<file path="src/rtl/inst_fetch_pkg.sv">
// inst_fetch_pkg: shared bus widths, ROM enable levels, reset pc, fetch FSM states and queue entry layout
package inst_fetch_pkg;
  localparam int INST_ADDR_W = 32;
  localparam int INST_W = 32;
  localparam logic [INST_W-1:0] ZERO_WORD = '0;
  localparam logic CHIP_ENABLE = 1'b1;
  localparam logic CHIP_DISABLE = 1'b0;
  localparam logic [INST_ADDR_W-1:0] RESET_PC_DEF = 32'h0000_0000;
  typedef enum logic {IDLE, RUN} state_e;
  typedef struct packed {
    logic [INST_ADDR_W-1:0] pc;
    logic [INST_W-1:0] inst;
    logic adel;
  } entry_t;
  localparam int ENTRY_W = $bits(entry_t);
endpackage

</file>
<file path="src/rtl/inst_fetch_if.sv">
// inst_fetch_if: fetch bundle (pipeline control stall/redirect in, ROM ce/addr out + inst in, decode valid/pc/inst/adel out + ready in); master=fetch, slave=environment
interface inst_fetch_if;
  import inst_fetch_pkg::*;
  logic stall_i;
  logic redirect_i;
  logic [INST_ADDR_W-1:0] redirect_pc_i;
  logic rom_ce_o;
  logic [INST_ADDR_W-1:0] rom_addr_o;
  logic [INST_W-1:0] rom_inst_i;
  logic if_valid_o;
  logic [INST_ADDR_W-1:0] if_pc_o;
  logic [INST_W-1:0] if_inst_o;
  logic if_adel_o;
  logic if_ready_i;
  modport master (
    input stall_i, redirect_i, redirect_pc_i, rom_inst_i, if_ready_i,
    output rom_ce_o, rom_addr_o, if_valid_o, if_pc_o, if_inst_o, if_adel_o
  );
  modport slave (
    output stall_i, redirect_i, redirect_pc_i, rom_inst_i, if_ready_i,
    input rom_ce_o, rom_addr_o, if_valid_o, if_pc_o, if_inst_o, if_adel_o
  );
endinterface

</file>
<file path="src/rtl/fetch_queue.sv">
// fetch_queue: registered FIFO (clk, rst async, flush, push/push_data, pop/head_data, full, empty); DEPTH must be a power of two
module fetch_queue #(
  parameter int DEPTH = 2,
  parameter int WIDTH = 65
) (
  input  logic clk,
  input  logic rst,
  input  logic flush,
  input  logic push,
  input  logic [WIDTH-1:0] push_data,
  input  logic pop,
  output logic [WIDTH-1:0] head_data,
  output logic full,
  output logic empty
);
  localparam int AW = $clog2(DEPTH);
  logic [AW-1:0] rd_q, rd_d, wr_q, wr_d;
  logic [AW:0] cnt_q, cnt_d;
  logic [WIDTH-1:0] mem_q [DEPTH];
  logic [WIDTH-1:0] mem_d [DEPTH];
  always_comb begin
    mem_d = mem_q;
    if (push && !flush) mem_d[wr_q] = push_data;
    rd_d = flush ? '0 : rd_q + AW'(pop);
    wr_d = flush ? '0 : wr_q + AW'(push);
    cnt_d = flush ? '0 : cnt_q + (AW+1)'(push) - (AW+1)'(pop);
  end
  always_ff @(posedge clk or posedge rst) begin
    if (rst) begin
      rd_q <= '0;
      wr_q <= '0;
      cnt_q <= '0;
    end else begin
      rd_q <= rd_d;
      wr_q <= wr_d;
      cnt_q <= cnt_d;
    end
  end
  always_ff @(posedge clk) mem_q <= mem_d;
  assign head_data = mem_q[rd_q];
  assign full = cnt_q == (AW+1)'(DEPTH);
  assign empty = cnt_q == '0;
endmodule

</file>
<file path="src/rtl/inst_fetch.sv">
// inst_fetch: pc register + IDLE/RUN fetch FSM feeding fetch_queue (clk, rst async, bus: inst_fetch_if.master)
module inst_fetch import inst_fetch_pkg::*; #(
  parameter int QDEPTH = 2,
  parameter logic [INST_ADDR_W-1:0] RESET_PC = RESET_PC_DEF
) (
  input logic clk,
  input logic rst,
  inst_fetch_if.master bus
);
  state_e state_q, state_d;
  logic [INST_ADDR_W-1:0] pc_q, pc_d;
  logic halt_q, halt_d;
  logic full, empty, pop, fetch, mis;
  entry_t push_data, head;
  fetch_queue #(.DEPTH(QDEPTH), .WIDTH(ENTRY_W)) u_queue (
    .clk(clk),
    .rst(rst),
    .flush(bus.redirect_i),
    .push(fetch),
    .push_data(push_data),
    .pop(pop),
    .head_data(head),
    .full(full),
    .empty(empty)
  );
  always_comb begin
    state_d = RUN;
    pop = !empty && bus.if_ready_i;
    mis = pc_q[1:0] != 2'b00;
    fetch = state_q == RUN && !bus.redirect_i && !bus.stall_i && !halt_q && (!full || pop);
    push_data = {pc_q, mis ? ZERO_WORD : bus.rom_inst_i, mis};
    pc_d = bus.redirect_i ? bus.redirect_pc_i : (fetch && !mis) ? pc_q + 32'd4 : pc_q;
    halt_d = bus.redirect_i ? 1'b0 : halt_q || (fetch && mis);
  end
  always_ff @(posedge clk or posedge rst) begin
    if (rst) begin
      state_q <= IDLE;
      pc_q <= RESET_PC;
      halt_q <= 1'b0;
    end else begin
      state_q <= state_d;
      pc_q <= pc_d;
      halt_q <= halt_d;
    end
  end
  assign bus.rom_ce_o = (fetch && !mis) ? CHIP_ENABLE : CHIP_DISABLE;
  assign bus.rom_addr_o = pc_q;
  assign bus.if_valid_o = !empty;
  assign bus.if_pc_o = empty ? ZERO_WORD : head.pc;
  assign bus.if_inst_o = empty ? ZERO_WORD : head.inst;
  assign bus.if_adel_o = !empty && head.adel;
endmodule

</file>
<file path="src/flat_wrapper.sv">
// flat-port wrapper written by rule: the top's interface ports become plain ports
module inst_fetch_flat import inst_fetch_pkg::*;
#(
  parameter int QDEPTH = 2,
  parameter logic [INST_ADDR_W-1:0] RESET_PC = RESET_PC_DEF
)
  (clk, rst, bus_stall_i, bus_redirect_i, bus_redirect_pc_i, bus_rom_inst_i, bus_if_ready_i, bus_rom_ce_o, bus_rom_addr_o, bus_if_valid_o, bus_if_pc_o, bus_if_inst_o, bus_if_adel_o);
  inst_fetch_if bus_i ();
  input logic clk;
  input logic rst;
  input wire logic [$bits(bus_i.stall_i)-1:0] bus_stall_i;
  input wire logic [$bits(bus_i.redirect_i)-1:0] bus_redirect_i;
  input wire logic [$bits(bus_i.redirect_pc_i)-1:0] bus_redirect_pc_i;
  input wire logic [$bits(bus_i.rom_inst_i)-1:0] bus_rom_inst_i;
  input wire logic [$bits(bus_i.if_ready_i)-1:0] bus_if_ready_i;
  output wire logic [$bits(bus_i.rom_ce_o)-1:0] bus_rom_ce_o;
  output wire logic [$bits(bus_i.rom_addr_o)-1:0] bus_rom_addr_o;
  output wire logic [$bits(bus_i.if_valid_o)-1:0] bus_if_valid_o;
  output wire logic [$bits(bus_i.if_pc_o)-1:0] bus_if_pc_o;
  output wire logic [$bits(bus_i.if_inst_o)-1:0] bus_if_inst_o;
  output wire logic [$bits(bus_i.if_adel_o)-1:0] bus_if_adel_o;
  assign bus_i.stall_i = bus_stall_i;
  assign bus_i.redirect_i = bus_redirect_i;
  assign bus_i.redirect_pc_i = bus_redirect_pc_i;
  assign bus_i.rom_inst_i = bus_rom_inst_i;
  assign bus_i.if_ready_i = bus_if_ready_i;
  assign bus_rom_ce_o = bus_i.rom_ce_o;
  assign bus_rom_addr_o = bus_i.rom_addr_o;
  assign bus_if_valid_o = bus_i.if_valid_o;
  assign bus_if_pc_o = bus_i.if_pc_o;
  assign bus_if_inst_o = bus_i.if_inst_o;
  assign bus_if_adel_o = bus_i.if_adel_o;
  inst_fetch #(.QDEPTH(QDEPTH), .RESET_PC(RESET_PC)) u_core (.clk(clk), .rst(rst), .bus(bus_i));
endmodule
</file>
<file path="config.mk">
export PLATFORM = sky130hd
export DESIGN_NAME = inst_fetch_flat
export DESIGN_NICKNAME = d
export VERILOG_FILES = /design/src/rtl/inst_fetch_pkg.sv /design/src/rtl/inst_fetch_if.sv /design/src/rtl/fetch_queue.sv /design/src/rtl/inst_fetch.sv /design/src/flat_wrapper.sv
export SDC_FILE = /design/constraint.sdc
export NUM_CORES = 1
export LEC_CHECK = 0
export CORE_ASPECT_RATIO = 2
export CORE_MARGIN = 10
export CORE_UTILIZATION = 63
export CTS_BUF_LIST = sky130_fd_sc_hd__clkbuf_8 sky130_fd_sc_hd__clkbuf_16
export DETAILED_ROUTE_END_ITERATION = 16
export DONT_BUFFER_PORTS = 1
export PLACE_DENSITY = 0.8
export RECOVER_POWER = 50
export SLEW_MARGIN = 20
export SYNTH_ARGS = -nofsm -noshare
export SYNTH_HDL_FRONTEND = slang
export SYNTH_SLANG_ARGS = --single-unit
</file>
<file path="constraint.sdc">
create_clock -name clk -period 6.53 [get_ports clk]
set_clock_uncertainty 0.15 [all_clocks]
set_input_delay 0 -clock clk [delete_from_list [all_inputs] [get_ports clk]]
set_output_delay 0 -clock clk [all_outputs]
set_load 0.02 [all_outputs]
</file>
==> impl_metrics.ini, run 1 <==
[critical_path]
critPathCapture = u_core.u_queue.cnt_q[0]
end_kind = flip-flop
cpPeakStageDelay_ns = 1.72
r2r_start = u_core.bus.rom_addr_o[0]
start_kind = input pin
rr_worst_depth = 7
reg2reg_slack_ns = 2.63
critPathRequiredTime_ns = 6.67
critPathArrivalTime_ns = 4.11
worstSetupPathType = in -> reg
crit_family = buffers and inverters
timing.rr.end = u_core.bus.rom_addr_o[19]
cp.depth = 10
worstSetupStartpoint = bus_redirect_i
crit_buf_inv = 5
crit_fanout = 62
cp_cell_sequence = dlygate4sd3_1 -> clkbuf_1 -> or4b_1 -> nor2_1 -> inv_1 -> ha_1 -> inv_1 -> ha_1 -> nor2b_1 -> dlygate4sd3_1
worst_path_max_delay_cell = clkbuf_1

[drt]
wl_per_cell_um = 21.55
drc = 0
vias = 4442
final_antenna_net_count = 0
firstDrtPassIters = 4
drt_iter0_markers = 277
via_per_inst = 5.754
drt_wl_total_um = 16640

[yosys]
yosysUniqueCellTypes = 44
synth.avg_cell_area_um2 = 12.95
syn_area_um2 = 7475
synth_nets = 649
synth_top_area_cell = edfxtp_1
yosysWarnings = 0
synth-edff-count = 130
netlist_instances = 577
synth_seq_cells = 168
synth-main-ff-cell = edfxtp_1
yosysTopAreaCellShare = 0.5223
ys_async_sr_fraction = 0.2262
seq_area_frac_synth = 0.6495
synth_area_leaders = edfxtp_1 (52%), dfrtp_1 (13%), mux2i_1 (8.8%)

[place]
port_buffers = 0
gp_congestion = 0.8902
place_inst = 667
hpwl_um = 11000

[floorplanning]
start_util = 0.6388
die_w_um = 97.02
num_rows = 56
core_area_um2 = 11700
die-area_um2 = 16890
io_pins = 168
die_h_um = 174.0

[status]
violations = capacitance limit, slew limit
status = complete, but fails checks

[global_route]
overflow = 0
antenna_found_initial = 0
grt_max_degree = 67
grt_pass1_wl_um = 26050
grt_pass1_vias = 4707
grt_usage = 0.1954

[timing]
setup_viol = 0
hold_viol = 0
finalSetupTns_ns = 0
rsz0062_at_grt = no
max_freq_mhz = 251.9
drv_slew = 102
layout_min_cycle_time_ns = 3.970
worst_pin_slew_ns = 2.411
max_slew_margin = -0.6071
fin_crit_sh = 0.6080

[cells_and_area]
fin_util = 0.7396
n_fill_cell = 755
multi_input_area_um2 = 2235
drive_gt1_frac = 0.08466
nets = 685
ff_latch_area_um2 = 4858
area_growth_pct = 15.79
fin_cells = 772

[clocking]
cts_max_level = 4
cts_resized = 0
cts-root-buf = clkbuf_16
clkTransAtPathRegs_ns = 0.06
tritoncts = yes
numCtsBuffers = 17
clk_latency_ns = 0.41
cts.sinks = 168
clk_path_buf_depth = 2

[power]
powerDensity_nw_per_um2 = 355.7
power.leakage_nw = 3.026
peakVddDrop_uv = 280.5

[flow_run]
maxCapViolCount = 2

[worst_hold_path]
min_path_type = in -> reg
-- worst min-delay path: stages --
cell           delay, ns
dlygate4sd3_1       0.52
nand2_1             0.05
o21ai_0             0.06
-- metrics by stage --
step	power (mW)	setup WS (ns)	area (um2)	hold slack, ns
finish	3.078	2.560	8655	0.1009
global route	3.209	2.235	8652	0.1140
CTS	3.093	3.288	8660	0.005920
detailed placement	2.091	3.549	7357	-0.09686
global placement	2.070	3.649	7357	-0.1141
floorplan	1.972	1.990	7475	-0.02905
-- routing by layer --
metal	global-route usage	share of wire
met5	0	0
met4	0.09209	0.025
met3	0.06076	0.070
met2	0.3530	0.57
met1	0.1973	0.34
-- worst min-delay path by stage --
stage                                      from                         to  slack (ns)  cells after the start
after floorplan           bus_redirect_pc_i[10]  u_core.bus.rom_addr_o[10]       -0.03                      2
after global placement                      rst  u_core.bus.rom_addr_o[26]       -0.11                      2
after detailed placement                    rst  u_core.bus.rom_addr_o[27]        -0.1                      2
after CTS                                   rst   u_core.bus.rom_addr_o[5]       0.006                      3
after global routing      bus_redirect_pc_i[15]  u_core.bus.rom_addr_o[15]        0.11                      2
final                      bus_redirect_pc_i[4]   u_core.bus.rom_addr_o[4]        0.10                      3
-- registers in the layout (all words and copies together) (netlist names) --
signal / flops
u_core.state_q: 1
u_core.u_queue.wr_q: 1
u_core.u_queue.mem_q: 130
u_core.u_queue.cnt_q: 2
u_core.bus.rom_addr_o: 32
u_core.u_queue.rd_q: 1
u_core.halt_q: 1
-- layout make-up --
cell class                 instances  share of cell area
sequential                       168              0.5614
multi-input combinational        340              0.2582
timing repair buffer              77             0.08804
clock buffer                      18             0.05074
tap                              145             0.02096
clock inverter                    14             0.01648
inverter                           9            0.003903
antenna                            1           0.0002891
-- synthesized netlist by cell type, types with 9 or more instances --
master    instances
dfrtp_1          38
clkbuf_1         16
xor2_1           17
edfxtp_1        130
nor2_1           81
nand3_1          11
inv_1             9
nand2_1          37
xnor2_1          10
o21ai_0          21
and2_1           37
nand4_1          10
mux2i_1          66
buf_4            34
-- where the power goes --
part | switching (mW) | total [mW] | internal [mW]
Combinational | 0.561 | 0.787 | 0.225
Clock | 0.420 | 0.966 | 0.546
Sequential | 0.110 | 1.33 | 1.22
-- cells in the final DEF (no fill, tap or decap), types with 10 or more instances in the layout --
cell type	count
dfrtp_1	37
nor2_1	79
nand3_1	11
nand2_1	37
xor2_1	17
nand4_1	10
inv_1	10
and2_0	32
clkbuf_16	17
o21ai_0	21
edfxtp_1	130
mux2i_1	66
dlygate4sd3_1	70
xnor2_1	10
-- cells by family (layout without fill, tap and decap cells) --
family | Yosys count | in the layout | share of synthesized area
XOR/XNOR | 27 | 27 | 0.03164
buffers and inverters | 69 | 118 | 0.05340
AO/OA/AOI/OAI | 36 | 36 | 0.02896
AND/OR/NAND/NOR | 204 | 204 | 0.1381
other | 1 | 2 | 0.0005017
adder cells (fa/ha/maj) | 3 | 3 | 0.005022
flip-flops | 168 | 168 | 0.6495
multiplexers | 69 | 69 | 0.09290
-- timing repair --
action	4_1_cts	5_1_grt
hold buffers	71	0
setup buffers	0	0
endpoints found under the hold margin	141	0
No activity file was read; power rests on OpenSTA's default activity.
==> inputs of run 2 (changes only) <==
CORE_UTILIZATION = 57   (was 63)
PLACE_DENSITY = 0.76   (was 0.8)
clock period = 3.2 ns   (was 6.53 ns; I/O delays follow)
==> run 2 against run 1 <==
The flow now finishes without violations. Register-to-register slack worse by 2.1 ns. Sequential power up 110%. Global-route usage down 0.85 points. Combinational power up 98%. First-iteration DRC count down 37%. Clock power up 120%. Critical path depth down 5. Utilization down 6.4 points. Sequential share of layout area down 0.47 points. Non-clock buffer count up 4. Routed wire length up 2.2%. Power up 110%.
==> impl_metrics.ini, run 2 (same netlist as run 1, synthesis figures left out) <==
[floorplanning]
num_rows = 59
die-area_um2 = 18370
io_pins = 168
die_w_um = 101.0
die_h_um = 181.9
core_area_um2 = 12920
start_util = 0.5786

[global_route]
grt_pass1_wl_um = 26650
grt_max_degree = 66
grt_pass1_vias = 4845
antenna_found_initial = 0
overflow = 0
grt_usage = 0.1869

[cells_and_area]
final_cell_mix = edfxtp_1 (130), nor2_1 (79), dlygate4sd3_1 (69), mux2i_1 (66)
fin_cells = 782
antennaDiodeCount = 0
largest_reg_flops = 130
nets = 689
largest-register = u_core.u_queue.mem_q
drive_gt1_frac = 0.09048
n_fill_cell = 890
area_growth_pct = 16.77
final_common_cell = edfxtp_1

[timing]
max_slew_margin = 0.1600
rsz0062_at_grt = no
layout_min_cycle_time_ns = 2.689
max_freq_mhz = 371.8
setup_slack_ns = 0.5105
finalSetupTns_ns = 0
hold_viol = 0
worst_pin_slew_ns = 1.260
drv_slew = 0
fin_crit_sh = 0.8405
setup_viol = 0

[drt]
vias = 4465
final_antenna_net_count = 0
drt_iter0_markers = 175
wl_per_cell_um = 21.75
drt_wl_total_um = 17010
drc = 0
via_per_inst = 5.710
firstDrtPassIters = 4

[power]
power.leakage_nw = 3.066
peakVddDrop_uv = 556.8
total_power_mw = 6.394
powerDensity_nw_per_um2 = 732.6

[critical_path]
reg2reg_slack_ns = 0.53
timing.rr.end = u_core.u_queue.mem_q[24]
start_kind = input pin
critPathRequiredTime_ns = 3.14
end_kind = flip-flop
worstSetupPathType = in -> reg
r2r_start = u_core.halt_q
rr_worst_depth = 3
crit_fanout = 62
critPathArrivalTime_ns = 2.63

[clocking]
cts_setup_buffers = 0
numCtsBuffers = 17
cts_max_level = 4
cts-root-buf = clkbuf_16
tritoncts = yes
cts.sinks = 168
clkTransAtPathRegs_ns = 0.07
clk_latency_ns = 0.42
clk_path_buf_depth = 2

[flow_run]
maxCapViolCount = 0

[place]
port_buffers = 0
hpwl_um = 11570
place_inst = 680
place_ws_ns = 0.7148
gp_congestion = 0.8133

[worst_hold_path]
min_path_type = in -> async

[status]
status = finished clean
## run 2: cell count changes in the layout (fill, tap and decap cells not counted), sizes merged
cell and delta:
buf +4, bufinv +2, clkinvlp -2, diode -1, dlygate4sd3 -1, inv +1
## run 2: per-stage QoR
stage	instance area, um2	utilization	hold WS [ns]
6_report	8728	0.6756	0.04700
5_1_grt	8728	0.6756	0.1046
4_1_cts	8747	0.6771	0.02896
3_5_place_dp	7423	0.5746	-0.07924
3_3_place_gp	7423	0.5746	-0.08524
2_1_floorplan	7482	-	-0.02905
## run 2: report_power, final
group          internal [mW]  switching [mW]  total, mW
clock                   1.25           0.859       2.11
sequential              2.48           0.247       2.73
combinational          0.449            1.11       1.56
total                   4.18            2.22       6.39
## run 2: how the worst max path moves through the flow
stage / start / end / slack (ns) / depth (start not counted)
2_1_floorplan: u_core.halt_q / u_core.u_queue.mem_q[0] / 0.30 / 2
3_3_place_gp: u_core.bus.rom_addr_o[0] / u_core.bus.rom_addr_o[29] / 0.78 / 5
3_5_place_dp: u_core.bus.rom_addr_o[0] / u_core.bus.rom_addr_o[31] / 0.71 / 5
4_1_cts: u_core.halt_q / u_core.u_queue.mem_q[106] / 0.72 / 5
5_1_grt: bus_redirect_i / u_core.u_queue.mem_q[42] / 0.36 / 5
6_report: bus_redirect_i / u_core.u_queue.mem_q[24] / 0.51 / 5
## run 2: final cells by class
| cell class | instances | area (um2) | share of cell area |
|---|---|---|---|
| sequential | 168 | 4858 | 0.5566 |
| multi-input combinational | 340 | 2242 | 0.2569 |
| timing repair buffer | 81 | 790.8 | 0.09060 |
| clock buffer | 17 | 425.4 | 0.04874 |
| tap | 152 | 190.2 | 0.02179 |
| clock inverter | 15 | 187.7 | 0.02150 |
| inverter | 9 | 33.78 | 0.003870 |
## run 2: critical path, stage by stage
cell and delay [ns]:
dlygate4sd3_1 0.58, buf_12 0.21, nor4b_2 0.44, and3_1 1.01
buf_12 0.34
## run 2: layer usage
metal	track usage	vias to the layer above	share of wire
met5	0	-	0
met4	0.07171	0	0.020
met3	0.04867	26	0.056
met2	0.3392	138	0.57
met1	0.1968	2210	0.36
li1	-	2091	-
## run 2: what timing repair did
item / CTS / global route
hold endpoints to repair: 120 / 0
hold buffers: 70 / 0
gates resized for setup: 0 / 0
